$ cat config.mk
export PLATFORM = sky130hd
export DESIGN_NAME = shot_scoreboard
export DESIGN_NICKNAME = d
export VERILOG_FILES = /design/src/rtl/shot_scoreboard.sv
export SDC_FILE = /design/constraint.sdc
export NUM_CORES = 1
export LEC_CHECK = 0
export CAP_MARGIN = 25
export CORE_UTILIZATION = 55
export DETAILED_ROUTE_END_ITERATION = 12
export GPL_TIMING_DRIVEN = 0
export PLACE_DENSITY = 0.88
export RECOVER_POWER = 50
export SKIP_LAST_GASP = 1
export SLEW_MARGIN = 10
export SYNTH_ARGS = -nofsm -noshare
export SYNTH_HDL_FRONTEND = slang
export SYNTH_SLANG_ARGS = --single-unit
export TNS_END_PERCENT = 5
$ cat constraint.sdc
create_clock -name clk -period 6.85 [get_ports clk]
set_input_delay 1.37 -clock clk [delete_from_list [all_inputs] [get_ports clk]]
set_output_delay 1.37 -clock clk [all_outputs]
set_load 0.005 [all_outputs]
$ cat src/rtl/shot_scoreboard.sv
// Shot gate and game scoreboard: launches shots, scores results with streak bonus, tracks the high score.
// shoot_out follows an accepted shoot_req by one cycle; new requests are dropped while a shot is in flight.
module shot_scoreboard #(
    parameter int SHOTS_PER_GAME  = 8,
    parameter int SCORE_W         = 6,
    parameter int STREAK_BONUS_AT = 3,
    parameter int TIMEOUT_CYC     = 64
) (
    input  logic               clk,
    input  logic               reset,
    input  logic               ena,
    input  logic               start_new_game,
    input  logic               shoot_req,
    input  logic               result_valid,
    input  logic               hit,
    output logic               shoot_out,
    output logic               busy,
    output logic [3:0]         shots_left,
    output logic [SCORE_W-1:0] score,
    output logic [SCORE_W-1:0] high_score,
    output logic [2:0]         streak,
    output logic               timeout_flag,
    output logic               game_over
);
    localparam int                 TMO_W      = $clog2(TIMEOUT_CYC + 1);
    localparam logic [3:0]         SHOTS_INIT = 4'(SHOTS_PER_GAME);
    localparam logic [3:0]         BONUS_AT   = 4'(STREAK_BONUS_AT);
    localparam logic [TMO_W-1:0]   TMO_LAST   = TMO_W'(TIMEOUT_CYC - 1);
    localparam logic [TMO_W-1:0]   TMO_ONE    = TMO_W'(1);
    localparam logic [SCORE_W:0]   PTS_ONE    = (SCORE_W + 1)'(1);
    localparam logic [SCORE_W:0]   PTS_TWO    = (SCORE_W + 1)'(2);

    typedef enum logic [1:0] {
        S_IDLE      = 2'd0,
        S_READY     = 2'd1,
        S_IN_FLIGHT = 2'd2,
        S_GAME_OVER = 2'd3
    } state_t;

    state_t             r_state, w_state_nxt;
    logic [3:0]         r_shots_left, w_shots_left_nxt;
    logic [SCORE_W-1:0] r_score, w_score_nxt;
    logic [SCORE_W-1:0] r_high_score, w_high_score_nxt;
    logic [2:0]         r_streak, w_streak_nxt;
    logic               r_timeout_flag, w_timeout_flag_nxt;
    logic [TMO_W-1:0]   r_tmo_cnt, w_tmo_cnt_nxt;
    logic               r_shoot_out;
    logic               w_launch;
    logic               w_resolve;

    logic [2:0]         w_streak_inc;
    logic [SCORE_W:0]   w_score_sum;
    logic [SCORE_W-1:0] w_score_hit;

    // Score for a hit: the bonus is judged on the streak length including this hit.
    always_comb begin
        w_streak_inc = (r_streak == 3'd7) ? 3'd7 : r_streak + 3'd1;
        w_score_sum  = {1'b0, r_score} +
                       (({1'b0, w_streak_inc} >= BONUS_AT) ? PTS_TWO : PTS_ONE);
        w_score_hit  = w_score_sum[SCORE_W] ? {SCORE_W{1'b1}} : w_score_sum[SCORE_W-1:0];
    end

    always_comb begin
        w_state_nxt        = r_state;
        w_shots_left_nxt   = r_shots_left;
        w_score_nxt        = r_score;
        w_high_score_nxt   = r_high_score;
        w_streak_nxt       = r_streak;
        w_timeout_flag_nxt = r_timeout_flag;
        w_tmo_cnt_nxt      = r_tmo_cnt;
        w_launch           = 1'b0;
        w_resolve          = 1'b0;

        if (start_new_game) begin
            w_state_nxt        = S_READY;
            w_shots_left_nxt   = SHOTS_INIT;
            w_score_nxt        = '0;
            w_streak_nxt       = 3'd0;
            w_timeout_flag_nxt = 1'b0;
            w_tmo_cnt_nxt      = '0;
        end else begin
            case (r_state)
                S_READY: begin
                    if (shoot_req && (r_shots_left != 4'd0)) begin
                        w_state_nxt        = S_IN_FLIGHT;
                        w_shots_left_nxt   = r_shots_left - 4'd1;
                        w_tmo_cnt_nxt      = '0;
                        w_timeout_flag_nxt = 1'b0;
                        w_launch           = 1'b1;
                    end
                end
                S_IN_FLIGHT: begin
                    w_tmo_cnt_nxt = r_tmo_cnt + TMO_ONE;
                    if (result_valid) begin
                        w_resolve = 1'b1;
                        if (hit) begin
                            w_streak_nxt = w_streak_inc;
                            w_score_nxt  = w_score_hit;
                        end else begin
                            w_streak_nxt = 3'd0;
                        end
                    end else if (r_tmo_cnt == TMO_LAST) begin
                        w_resolve          = 1'b1;
                        w_streak_nxt       = 3'd0;
                        w_timeout_flag_nxt = 1'b1;
                    end
                end
                default: ;
            endcase

            // The final shot's result is already folded into w_score_nxt here.
            if (w_resolve) begin
                if (r_shots_left == 4'd0) begin
                    w_state_nxt      = S_GAME_OVER;
                    w_high_score_nxt = (w_score_nxt > r_high_score) ? w_score_nxt : r_high_score;
                end else begin
                    w_state_nxt = S_READY;
                end
            end
        end
    end

    always_ff @(posedge clk or posedge reset) begin
        if (reset) begin
            r_state        <= S_IDLE;
            r_shots_left   <= 4'd0;
            r_score        <= '0;
            r_high_score   <= '0;
            r_streak       <= 3'd0;
            r_timeout_flag <= 1'b0;
            r_tmo_cnt      <= '0;
            r_shoot_out    <= 1'b0;
        end else begin
            // Pulse register is not held: a disabled cycle always clears it.
            r_shoot_out <= ena & w_launch;
            if (ena) begin
                r_state        <= w_state_nxt;
                r_shots_left   <= w_shots_left_nxt;
                r_score        <= w_score_nxt;
                r_high_score   <= w_high_score_nxt;
                r_streak       <= w_streak_nxt;
                r_timeout_flag <= w_timeout_flag_nxt;
                r_tmo_cnt      <= w_tmo_cnt_nxt;
            end
        end
    end

    assign shoot_out    = r_shoot_out;
    assign busy         = (r_state == S_IN_FLIGHT);
    assign game_over    = (r_state == S_GAME_OVER);
    assign shots_left   = r_shots_left;
    assign score        = r_score;
    assign high_score   = r_high_score;
    assign streak       = r_streak;
    assign timeout_flag = r_timeout_flag;
endmodule

After elaboration in Yosys (flattened, before gate mapping)
Index checks and enable logic that the tools add are counted.
{"block": "word_totals", "regBits": 30, "output_inout_bits": 23}
{"block": "classes", "n_addsub": 4, "magnitude_cmp": 2, "n_eq_ne": 8, "mux": 36, "bitwise_logic": 2, "reduce_logical": 16}
{"cell": "2-to-1 mux 6 bit", "count": 6}
{"cell": "2-to-1 mux 3 bit", "count": 6}
{"cell": "2-to-1 mux 7 bit", "count": 2}
{"cell": "one-hot mux 7 bit (2 select lines)", "count": 1}
{"cell": "2-to-1 mux 2 bit", "count": 6}
{"cell": "2-to-1 mux 4 bit", "count": 3}
{"cell": "AND reduction 3 bit", "count": 4}
{"cell": "nonzero test 3 bit", "count": 4}
{"cell": "2-to-1 mux 1 bit", "count": 11}
{"cell": "AND reduction 5 bit", "count": 2}
{"cell": "adder 6 x 2 -> 7 bit", "count": 1}
{"cell": "adder 7 x 1 -> 7 bit (second input constant)", "count": 1}
{"cell": "== test 7 x 6 -> 1 bit (second input constant)", "count": 1}
{"cell": "greater-than comparator 6 bit", "count": 1}
{"cell": "inequality test 3 bit (second input constant)", "count": 2}
{"cell": "nonzero test 2 bit", "count": 3}
{"cell": "== test 2 bit (second input constant)", "count": 2}
{"cell": "logical NOT 4 bit", "count": 1}
{"cell": "nonzero test 4 bit", "count": 1}
{"cell": "subtractor 4 x 1 -> 4 bit (second input constant)", "count": 1}
{"cell": "adder 3 x 1 -> 3 bit (second input constant)", "count": 1}
{"cell": "== test 3 bit (second input constant)", "count": 1}
{"cell": "greater-or-equal comparator 3 x 2 -> 1 bit (second input constant)", "count": 1}
{"cell": "inequality test 3 x 2 -> 1 bit (second input constant)", "count": 1}
{"cell": "5 further kinds", "count": 5}

Logic depth before layout (Yosys ltp)
Gate-level depths: netlist of the first run.
{"block": "depth", "depth_word": 12, "depth_mapped": 15}

Least setup slack after synthesis of the first run
No wires, ideal clock.
{"block": "synth_path", "kind": "flip-flop to flip-flop", "start": "reg r_streak[0], in the netlist streak[0]", "end": "reg r_high_score[1], in the netlist high_score[1]", "t_arrival_ps": 3338, "slack_ps": 3387, "path_stages_with_launch": 15, "path_cell_list": "dfrtp_1 > ha_1 > inv_1 > o21ai_0 > inv_1 > ha_1 > fa_1 > nand2b_1 > mux2_2 > ha_1 > nand3_1 > a21oi_1 > o311a_1 > buf_6 > mux2_4"}
{"block": "synth_between", "elab_chain_len": 12}
{"element": "start: declaration", "line": "44", "source": "logic [2:0] r_streak, w_streak_nxt;"}
{"element": "start signal: assignment", "line": "141", "source": "r_streak <= w_streak_nxt;"}
{"element": "adder 3 x 1 -> 3 bit or == test 3 bit (tied branches)", "line": "57", "source": "w_streak_inc = (r_streak == 3'd7) ? 3'd7 : r_streak + 3'd1;"}
{"element": "2-to-1 mux 3 bit (*)", "line": "57"}
{"element": "greater-or-equal comparator 3 x 2 -> 1 bit (*)", "line": "59", "source": "(({1'b0, w_streak_inc} >= BONUS_AT) ? PTS_TWO : PTS_ONE);"}
{"element": "2-to-1 mux 2 bit (*)", "line": "59"}
{"element": "adder 6 x 2 -> 7 bit (*)", "line": "58", "source": "w_score_sum = {1'b0, r_score} +"}
{"element": "2-to-1 mux 6 bit (*)", "line": "60", "source": "w_score_hit = w_score_sum[SCORE_W] ? {SCORE_W{1'b1}} : w_score_sum[SCORE_W-1:0];"}
{"element": "2-to-1 mux 6 bit (*)", "line": "96", "source": "if (hit) begin"}
{"element": "2-to-1 mux 6 bit (*)", "line": "94", "source": "if (result_valid) begin"}
{"element": "2-to-1 mux 6 bit (*)", "line": "82", "source": "case (r_state)"}
{"element": "2-to-1 mux 6 bit (*)", "line": "74", "source": "if (start_new_game) begin"}
{"element": "greater-than comparator 6 bit", "line": "115", "source": "w_high_score_nxt = (w_score_nxt > r_high_score) ? w_score_nxt : r_high_score;"}
{"element": "AND reduction 5 bit (no line)"}
{"element": "end signal: assignment", "line": "140", "source": "r_high_score <= w_high_score_nxt;"}
{"element": "end: declaration", "line": "43", "source": "logic [SCORE_W-1:0] r_high_score, w_high_score_nxt;"}
Mark *: on every way between the ends. The rest lies on a longest branch, timed or not. The select of a mux whose other input is x is not followed.
A chain may end at the register's enable or synchronous reset.

Worst setup path after layout of the first run
{"block": "layout_path", "start": "reg r_streak[0], in the netlist streak[0]", "end": "reg r_high_score[2], in the netlist high_score[2]"}
The elaborated chain is that of the path after synthesis.

==> metrics.yaml, run 1 <==
status:
  outcome: "finished clean"
critical_path:
  cpMostUsedCell: "ha_1"
  worstSetupStartpointType: "flip-flop"
  path_delay_family: "adder cells"
  worst_path_largest_cell_delay_ps: 470
  crit_path_end_kind: "flip-flop"
  crit_arrival_ps: 4090
  crit_buf_inv: 3
  worst-r2r-cell-count: 14
  path_max_fanout: 6
  required_ps: 7070
  critPathKind: "flip-flop to flip-flop"
  path_cells: "ha_1, inv_1, o21ai_0, inv_1, ha_1, fa_1, and3_1, a31oi_1, ha_1, nand3_1, a21oi_1, o311a_1, buf_6, mux2_4"
  crit_start: "streak[0]"
  worstReg2RegStart: "streak[0]"
  cp_num_cells: 14
  slowest_stage: "fa_1"
floorplan:
  die_w_microns: 60.7
  num_rows: 20
  dieArea_sq_mm: 0.00369
  die_h_microns: 60.7
  core_area_sq_mm: 0.00315
  pin_count: 30
  initial_core_util_pct: 60.1
clocking:
  root_buffer: "clkbuf_4"
  clock-sinks: 30
  htree_levels: 2
  cts_tree: "built"
  clock_latency_ps: 330
  clk_pin_slew_ps: 90
  cts_buffers: 5
  post-cts-setup-buffers: 0
  clockBufferDepth: 2
  cts_hold_buf: 0
  post_cts_resized: 0
cells_and_area:
  nets: 243
  drive_above_1_share_pct: 9.87
  diodes: 0
  fin_util_pct: 72.3
  area_growth_pct: 20.3
  instances_no_fill: 267
  design_area_sq_mm: 0.00228
synthesis:
  netlist_area_sq_mm: 0.00190
  synth_area_leaders: "dfrtp_1 (40%), ha_1 (7.9%), mux2_4 (4.0%), a22o_1 (3.7%), inv_1 (3.6%)"
  synthCells: 187
  synth-compound-area-share_pct: 21.2
  yosysWarnings: 0
  synth_top_area_share_pct: 39.6
  synth-main-ff-cell: "dfrtp_1"
  yosys_register_bits: 30
  synth_fp_nets: 207
  synth-edff-count: 0
  ys_seq_area_share_pct: 39.6
  synth_xor_area_share_pct: 0
  synthSimpleGateAreaFrac_pct: 17.6
  ys_top_cells_by_count: "dfrtp_1 (30), inv_1 (18), a21oi_1 (12), ha_1 (12)"
  synth_top_cell_by_area: "dfrtp_1"
  yosysMostFrequentCell: "dfrtp_1"
  async_flop_share_pct: 100
  synth.area.mux_share_pct: 7.46
  synth_top_family_by_area: "compound AO/OA/AOI/OAI gates"
  synth_area_per_cell_sq_um: 10.1
  synth_adder_area_share_pct: 8.98
  synth_cell_types: 50
grt:
  use_met3_pct: 7.46
  grtUsageMet2_pct: 41.1
  grtUsageTotal_pct: 26.1
  grt_overflow_total: 0
  globalRouteMet1Util_pct: 33.4
  top_usage_layer: "met2"
  grt_antenna_before_repair: 0
  grt_pass1_vias: 1538
  grt_pass1_wl_mm: 6.96
  grt_max_degree: 17
placed_design:
  port_buffers: 28
  dp_cells: 260
  gp_congestion: 0.822
  dp_hpwl_mm: 3.26
  place_area_sq_mm: 0.00226
  dp_slack_ps: 2640
power_and_ir_drop:
  power_density_mw_per_mm2: 218
  power.leakage_nw: 1.02
  peakVddDrop_uv: 223
worst_hold_path:
  worstHoldStart: "timeout_flag"
  hold_path.class: "flip-flop to flip-flop"
  hold_depth: 1
drt:
  drc: 0
  finalWirelength_mm: 4.29
  avgViaCountPerCell: 6.10
  antenna_left: 0
  drt-pass1-iter-count: 4
  drt-initial-drc-count: 55
  vias: 1629
  wl_per_cell_microns: 16.1
sta:
  worst_slack_ps: 2980
  fin_skew_ps: 7.17
  fin_tns_setup_ps: 0
  fin_crit_ps: 3870
  slew_viol_final: 0
  fmax_ghz: 0.258
  hold_viol_final: 0
  slew_headroom_pct: 39.4
  finalCritPeriodShare_pct: 56.5
  finalSetupViolations: 0
  rsz0062_at_grt: "no"
  worstMarginPinSlew_ps: 908
run:
  maxCapViolCount: 0
[cells by family after synthesis]
| family | after synthesis |
|---|---|
| DFF | 30 |
| adders and majority gates | 13 |
| AOI/OAI and AO/OA | 53 |
| and+or+nand+nor | 56 |
| buffers and inverters | 24 |
| muxes | 11 |
[metrics by stage]
step                power, W  hold WS [ps]
global placement    0.000390           474
global route        0.000528           529
detailed placement  0.000404           502
floorplan           0.000333           488
finish              0.000498           514
CTS                 0.000502           522
[flip-flops by register name, summed over array words and instances, names as in the netlist]
register and cells:
r_tmo_cnt 7, high_score 6, score 6, shots_left 4, streak 3, r_state 2, shoot_out 1, timeout_flag 1
[metal layers]
metal  vias to the layer above  share of wire (%)
met5                         -                  0
met1                       777                 43
met4                         0                2.3
li1                        774                  -
met3                        12                7.1
met2                        66                 48
[path summary, 6_finish.rpt]
| kind | end | slack (ps) |
|---|---|---|
| hold / removal | timeout_flag | 510 |
| setup reg to reg | high_score[2] | 2980 |
| setup / recovery | high_score[2] | 2980 |
| min in group asynchronous | high_score[1] | 1510 |
| max in group asynchronous | r_state[0] | 4140 |
| hold reg to reg | timeout_flag | 510 |
[where the power goes]
part	internal (W)	switching, W
sequential	0.000198	0.0000307
combinational	0.0000858	0.0000863
clock	0.0000386	0.0000588
total	0.000322	0.000176
[final cells by class]
cell class,count,area (sq um)
plain buffers,6,31.3
clock buffers,7,45.0
fillers,242,873
inverters,18,67.6
multi-input cells,133,1050
flip-flops and latches,30,751
well taps,44,55.1
repair buffers,29,284
[layout by cell type (no fill, tap or decap), types with 4 or more instances in the layout]
cell and n:
inv_1 18, clkbuf_4 5, nand3_1 7, nand3b_1 5
nor3_1 4, clkbuf_1 7, dfrtp_1 30, nand2_1 8
o21ai_0 5, mux2_2 5, a21oi_1 12, clkdlybuf4s50_1 21
ha_1 12, dlygate4sd3_1 7, nand2b_1 4, mux2_4 5
nor2_1 8, a22o_1 8
Note: power is estimated with default switching activity, not from simulation.
==> run 2, diff against run 1 <==
- CORE_UTILIZATION: 55 -> 53
- PLACE_DENSITY: 0.88 -> 0.85
- clock period: 6.85 -> 4.1 ns (I/O delays scaled with it)
==> run 2 against run 1 <==
Effect of this change:
- clock power rose by 64%
- core utilization down 5.0 points
- non-clock buffer count did not move
- critical endpoint is now high_score[1]
- highest routed layer unchanged
==> metrics.yaml, run 2 (synthesized netlist as in run 1, its figures left out) <==
floorplan:
  num_rows: 21  # +5.0%
  die_h_microns: 61.8  # +1.8%
  dieArea_sq_mm: 0.00382  # +3.7%
  initial_core_util_pct: 55.9  # -4.2 points
  core_area_sq_mm: 0.00339  # +7.5%
  pin_count: 30  # unchanged
  die_w_microns: 61.8  # +1.8%
worst_hold_path:
  hold_path.class: "flip-flop to flip-flop"
critical_path:
  required_ps: 4320  # -2750 ps
  crit_path_end_kind: "flip-flop"
  crit_start: "streak[0]"
  worst_path_largest_cell_delay_ps: 470  # about the same
  cp-endpoint: "high_score[1]"
  timing.rr.end: "high_score[1]"
  r2r_slack_ps: 310  # -2670 ps
  path_max_fanout: 6  # unchanged
  path_cells: "ha_1, inv_1, o21ai_0, inv_1, ha_1, fa_1, and3_1, a21oi_1, ha_1, a21oi_1, a21oi_1, o311a_1, buf_6, mux2_4"
  slowest_stage: "fa_1"
  critPathKind: "flip-flop to flip-flop"
  worst-r2r-cell-count: 14  # unchanged
  worstReg2RegStart: "streak[0]"
  worstSetupStartpointType: "flip-flop"
  crit_arrival_ps: 4000  # -90 ps
power_and_ir_drop:
  power_density_mw_per_mm2: 364  # +66%
  peakVddDrop_uv: 322  # +44%
  power.leakage_nw: 1.03  # +0.34%
  power_w: 0.000830  # +67%
grt:
  grt_antenna_before_repair: 0  # unchanged
  grt_pass1_wl_mm: 6.64  # -4.7%
  grt_max_degree: 19  # +2
  grt_pass1_vias: 1402  # -8.8%
  grtUsageTotal_pct: 24.1  # -2.0 points
  grt_overflow_total: 0  # unchanged
drt:
  wl_per_cell_microns: 14.9  # -7.2%
  vias: 1566  # -3.9%
  antenna_left: 0  # unchanged
  drc: 0  # unchanged
  avgViaCountPerCell: 5.82  # -4.6%
  finalWirelength_mm: 4.01  # -6.5%
  drt-pass1-iter-count: 4  # unchanged
  drt-initial-drc-count: 58  # +5.5%
cells_and_area:
  top_register: "r_tmo_cnt"
  instances_no_fill: 269  # +0.75%
  design_area_sq_mm: 0.00228  # +0.11%
  mostFrequentLayoutCells: "dfrtp_1 (30), clkdlybuf4s50_1 (20), inv_1 (18)"
  nets: 243  # unchanged
  largest_reg_flops: 7  # unchanged
  area_growth_pct: 20.4
  diodes: 0  # unchanged
  drive_above_1_share_pct: 9.87  # unchanged
  final_common_cell: "dfrtp_1"
  fin_util_pct: 67.3  # -5.0 points
clocking:
  post-cts-setup-buffers: 0  # unchanged
  cts_buffers: 5  # unchanged
  clk_pin_slew_ps: 90  # about the same
  post_cts_resized: 0  # unchanged
  cts_tree: "built"
  clockBufferDepth: 2  # unchanged
  clock_latency_ps: 330  # about the same
  root_buffer: "clkbuf_4"
  clock-sinks: 30  # unchanged
  htree_levels: 2  # unchanged
  cts_hold_buf: 0  # unchanged
sta:
  rsz0062_at_grt: "no"
  fin_tns_setup_ps: 0  # unchanged
  worstMarginPinSlew_ps: 983  # +74.6 ps
  slew_headroom_pct: 34.5  # -5.0 points
  finalCritPeriodShare_pct: 92.3  # +36 points
  fmax_ghz: 0.264  # +2.2%
  finalSetupViolations: 0  # unchanged
  hold_viol_final: 0  # unchanged
  slew_viol_final: 0  # unchanged
  fin_skew_ps: 11.0  # +3.84 ps
  fin_crit_ps: 3790  # -82.5 ps
placed_design:
  dp_cells: 262  # +0.77%
  gp_congestion: 0.866  # +5.3%
  place_area_sq_mm: 0.00226  # +0.11%
  dp_hpwl_mm: 2.94  # -9.7%
  port_buffers: 28  # unchanged
run:
  maxCapViolCount: 0  # unchanged
status:
  outcome: "finished clean"
[run 2: metrics by stage]
stage | hold slack (ps) | setup slack (ps)
after floorplan | 488 | 637
after global placement | 479 | 419
after detailed placement | 483 | 337
after CTS | 502 | 317
after global routing | 526 | 77.6
final | 493 | 314
[run 2: final cells by class]
cell class / count / area, sq um
Fill cell: 272 / 1110
Clock buffer: 7 / 45.0
Multi-Input combinational cell: 133 / 1050
Sequential cell: 30 / 751
Timing Repair Buffer: 29 / 284
Inverter: 18 / 67.6
Buffer: 6 / 31.3
Tap cell: 46 / 57.6
[run 2: critical path: cells and delay by family, from the launching register on]
family                     cells  cell delay (ps)
adders and majority gates      4             1300
AOI/OAI and AO/OA              5             1160
DFF                            1              430
buffers and inverters          3              270
muxes                          1              290
and+or+nand+nor                1              200
[run 2: how the worst min path moves through the flow]
stage / startpoint / end / slack [ps] / depth (start not counted)
floorplan: timeout_flag / timeout_flag / 490 / 1
global placement: timeout_flag / timeout_flag / 480 / 1
detailed placement: timeout_flag / timeout_flag / 480 / 1
CTS: timeout_flag / timeout_flag / 500 / 1
global route: timeout_flag / timeout_flag / 530 / 1
finish: timeout_flag / timeout_flag / 490 / 1
[run 2: report_power, final]
part | switching, W | total, W | internal [W]
registers | 0.0000487 | 0.000379 | 0.000330
clock network | 0.0000954 | 0.000160 | 0.0000645
logic | 0.000147 | 0.000291 | 0.000143
total | 0.000292 | 0.000830 | 0.000538
[run 2: per-layer routing]
| metal | share of wire, % | track usage, % | up-vias | wire length (microns) |
|---|---|---|---|---|
| met5 | 0 | 0 | - | 0 |
| met4 | 0.87 | 5.71 | 0 | 35 |
| met3 | 3.9 | 6.42 | 5 | 157 |
| met2 | 46 | 37.2 | 36 | 1840 |
| met1 | 49 | 34.0 | 754 | 1980 |
| li1 | - | - | 771 | - |
